$ cat config.mk
export PLATFORM = sky130hd
export DESIGN_NAME = pipe_skid_stage
export DESIGN_NICKNAME = d
export VERILOG_FILES = /design/src/rtl/pipe_skid_stage.sv
export SDC_FILE = /design/constraint.sdc
export NUM_CORES = 1
export LEC_CHECK = 0
export ABC_AREA = 1
export BUFFER_PORTS_ARGS = -buffer_cell sky130_fd_sc_hd__buf_2
export CORE_UTILIZATION = 45
export CTS_BUF_LIST = sky130_fd_sc_hd__clkbuf_4 sky130_fd_sc_hd__clkbuf_8
export DETAILED_ROUTE_END_ITERATION = 10
export PLACE_DENSITY_LB_ADDON = 0.12
export SYNTH_ARGS = -nofsm -noshare
export SYNTH_HDL_FRONTEND = slang
export SYNTH_SLANG_ARGS = --single-unit
$ cat constraint.sdc
create_clock -name clk -period 4.7 [get_ports clk]
set_input_delay 0.705 -clock clk [delete_from_list [all_inputs] [get_ports clk]]
set_output_delay 0.705 -clock clk [all_outputs]
set_load 0.02 [all_outputs]
$ cat src/rtl/pipe_skid_stage.sv
// Elastic valid/ready pipeline stage built from a main register and a skid register.
// in_ready comes from registered state only. Define PIPE_SKID_STALL_CNT_EN to add stall_cnt.
module pipe_skid_stage #(
  parameter int unsigned WIDTH = 64
) (
  input  logic             clk,
  input  logic             reset,
  input  logic             flush,
  input  logic             in_valid,
  output logic             in_ready,
  input  logic [WIDTH-1:0] in_data,
  output logic             out_valid,
  input  logic             out_ready,
`ifdef PIPE_SKID_STALL_CNT_EN
  output logic [31:0]      stall_cnt,
`endif
  output logic [WIDTH-1:0] out_data
);

  typedef enum logic [1:0] {
    StEmpty = 2'd0,
    StOne   = 2'd1,
    StFull  = 2'd2
  } state_e;

  state_e           state_q, state_d;
  logic [WIDTH-1:0] main_q, main_d;
  logic [WIDTH-1:0] skid_q, skid_d;
  logic             accept, pop;

  assign out_valid = (state_q != StEmpty);
  assign in_ready  = (state_q != StFull);
  assign out_data  = main_q;

  assign accept = in_valid & in_ready;
  assign pop    = out_valid & out_ready;

  always_comb begin
    state_d = state_q;
    main_d  = main_q;
    skid_d  = skid_q;
    unique case (state_q)
      StEmpty: begin
        if (accept) begin
          state_d = StOne;
          main_d  = in_data;
        end
      end
      StOne: begin
        if (accept && pop) begin
          main_d = in_data;
        end else if (accept) begin
          // Main stays the older beat; the younger one parks in skid.
          state_d = StFull;
          skid_d  = in_data;
        end else if (pop) begin
          state_d = StEmpty;
        end
      end
      StFull: begin
        if (pop) begin
          state_d = StOne;
          main_d  = skid_q;
        end
      end
      default: state_d = StEmpty;
    endcase
    // Squash everything held; a beat accepted on this edge is dropped.
    if (flush) begin
      state_d = StEmpty;
      main_d  = main_q;
      skid_d  = skid_q;
    end
  end

  always_ff @(posedge clk or posedge reset) begin
    if (reset) begin
      state_q <= StEmpty;
      main_q  <= '0;
      skid_q  <= '0;
    end else begin
      state_q <= state_d;
      main_q  <= main_d;
      skid_q  <= skid_d;
    end
  end

`ifdef PIPE_SKID_STALL_CNT_EN
  logic [31:0] stall_cnt_q, stall_cnt_d;

  always_comb begin
    stall_cnt_d = stall_cnt_q;
    if (out_valid && !out_ready && (stall_cnt_q != 32'hFFFF_FFFF)) begin
      stall_cnt_d = stall_cnt_q + 32'd1;
    end
  end

  always_ff @(posedge clk or posedge reset) begin
    if (reset) begin
      stall_cnt_q <= '0;
    end else begin
      stall_cnt_q <= stall_cnt_d;
    end
  end

  assign stall_cnt = stall_cnt_q;
`endif

endmodule

==> reports/metrics.csv <==
stage,metric,value,unit
cts,root buf cell,clkbuf_8,
timing,Final Setup Violations,0,
drt,WL final,16300,µm
cts,CTS H-tree depth,4,
power,Worst VDD drop,0.156,mV
setup_path,Worst path slowest cell,dfrtp_2,
setup_path,Worst EP required,3.99,ns
cells_and_area,Layout Cells excl Fill,1088,
timing,Worst slew margin,0.186,
global_routing,gr usage total,0.241,
setup_path,CP max stage delay,0.75,ns
power,Pwr Density,471,nW/µm²
cts,Post-CTS Resized,0,
global_routing,vias in the first global route,5209,
global_routing,global-route wire length before repair,26500,µm
synth,post-synthesis net count,868,
setup_path,crit start category,flop,
cts,cts bufs inserted,17,
global_routing,largest net degree at the start of global routing,107,
cts,TritonCTS Sinks,130,
timing,worst-margin pin slew,1.22,ns
cts,clock buffer depth,2,
drt,WL/cell,14.9,µm
floorplanning,Core Box Area,13200,µm²
placed_design,post-DP HPWL,9620,µm
cts,TritonCTS clock tree,built,
setup_path,Worst Setup Path Type,flop to output port,
synth,share of the synthesized area in the top cell type,0.531,
setup_path,crit-path most repeated cell,buf_4,
drt,Vias,5635,
timing,setup_tns,0,ns
run_status,status,completed,
synth,library cells used by synthesis,14,
floorplanning,die area,14100,µm²
power,Final Power,3380,µW
setup_path,Worst setup EP type,output port,
floorplanning,die width,119,µm
timing,final worst path period share,0.684,
cts,postcts setup bufs,0,
floorplanning,Starting Density,0.463,
synth,Synth area leaders,"dfrtp_1, nand2_1, nand3_1",
synth,area share of and/or/nand/nor cells after synthesis,0.409,
synth,Compound-Gate Fraction of Synth Area,0.000817,
global_routing,initial antenna violation count,0,
drt,Residual DRC,0,
global_routing,GRT overflow,0,
cts,Worst-Skew Late Latency,0.44,ns
cells_and_area,area of the multi-input gates,2530,µm²
synth,Synth Cell Area,6130,µm²
timing,hold slack,0.473,ns
cts,clk slew on worst S/H paths,0.07,ns
cts,hold buffers post-CTS,0,
placed_design,GP Congestion,0.783,
timing,Tmin final,3.21,ns
timing,RSZ-0062 raised after global routing,no,
synth,combinational family with the most area after synthesis,simple AND/OR/NAND/NOR gates,
cells_and_area,Final Net Count,968,
job,max cap viols,0,
synth,register bit count reported by yosys,130,
synth,Syn Area/Cell,7.67,µm²
placed_design,cell count after placement,1056,
timing,Worst Clk Skew,0.00786,ns
floorplanning,# IOs,135,
synth,Syn Inst Count,799,
timing,max-slew violation count,0,
cells_and_area,Filler cells,1317,
placed_design,port bufs,134,
setup_path,CP top delay family,buffers and inverters,
setup_path,worst-path cell chain,"buf_4, nand2_2, buf_4, buf_2",
setup_path,crit-path max FO,65,
synth,post-synthesis xor/xnor area fraction,0,
cells_and_area,Antenna Cells,0,
timing,final hold violation count,0,
synth,Post-Synth Adder-Cell Area,0,
synth,"Seq/Total Area, Yosys",0.531,
cells_and_area,fraction of layout instances using a drive strength above 1,0.204,
floorplanning,Die Y,119,µm
synth,synth warn,0,
synth,mux share of post-synthesis cell area,0,
synth,Yosys top cell by area,dfrtp_1,
cells_and_area,Reg area,3250,µm²
drt,Detail Route Antenna Nets,0,
floorplanning,Cell Rows,42,
cells_and_area,layout overhead on the synthesized area,17.3,%
timing,FMAX,311,MHz
drt,Iter 0 DRT Violations,519,
drt,Detailed Routing Iterations Pass 1,5,
setup_path,CP bufs+invs,3,
setup_path,CP arrival,2.51,ns
worst_hold_path,Min-Delay Path Class,flop to flop,
power,leakage power,0.00414,µW
drt,Via-to-Cell Ratio,5.18,
==> area by class of cell <==
class,instances,area share
clock buffer,28,0.0484
sequential,130,0.453
timing repair buffer,143,0.103
multi-input combinational,600,0.352
clock inverter,4,0.00974
inverter,7,0.00435
tap,176,0.0306
==> sequential cells by signal, summed over array words and instances, names as in the netlist <==
name,cells
state_q,2
out_data,64
skid_q,64
==> kinds of logic (layout without fill, tap and decap cells) <==
| group | count (synthesis) | in the layout |
|---|---|---|
| and+or+nand+nor | 599 | 599 |
| buffers and inverters | 69 | 182 |
| AOI/OAI and AO/OA | 1 | 1 |
| DFF | 130 | 130 |
==> report_power, final <==
group / total, µW / leakage [µW] / switching (µW) / internal [µW]
Clock: 983 / 0.000222 / 406 / 577
Sequential: 1600 / 0.00163 / 173 / 1430
Combinational: 803 / 0.00229 / 538 / 265
==> final timing paths <==
path                       slack (ns)  startpoint  depth (start not counted)           to
hold reg to reg                  0.47  skid_q[17]                          2   skid_q[17]
max in group asynchronous        3.31       reset                          3   skid_q[22]
min in group asynchronous        0.49       reset                          2  out_data[0]
hold / removal                   0.47  skid_q[17]                          2   skid_q[17]
setup reg to reg                 1.64  state_q[1]                          7   skid_q[24]
setup / recovery                 1.49  state_q[1]                          4     in_ready
==> Yosys cell counts <==
master / instances
inv_2: 1
nand2_1: 394
nand3_1: 195
buf_1: 2
nor2_4: 1
nand4_1: 1
nor2_1: 7
inv_1: 6
buf_2: 40
nand3_2: 1
dfrtp_1: 130
clkbuf_1: 6
o21ai_1: 1
buf_4: 14
==> metal layers <==
layer	routed length [µm]	track usage	vias to the layer above
met2	7420	0.365	198
met3	1110	0.0502	18
met5	0	0	-
li1	-	-	2753
met1	7500	0.341	2666
met4	215	0.0854	0
==> tightest hold or removal path: stages, from the launching register on <==
cell	delay [ns]
dfrtp_1	0.34
nand2_1	0.05
nand2_1	0.04
==> per-stage QoR <==
step	utilization	instance area, µm²	setup slack, ns
finish	0.543	7190	1.49
global route	0.543	7190	1.35
detailed placement	0.511	6770	1.65
global placement	0.511	6770	1.70
CTS	0.543	7190	1.50
floorplan	-	6130	0.526
==> placed cells by master, fill, tap and decap left out, drive strengths merged <==
cell      n
buf     143
bufinv    2
clkbuf   28
clkinv    2
dfrtp   130
inv       7
nand2   394
nand3   196
nand4     1
nor2      8
o21ai     1
Power figures use the tool's default switching activity.
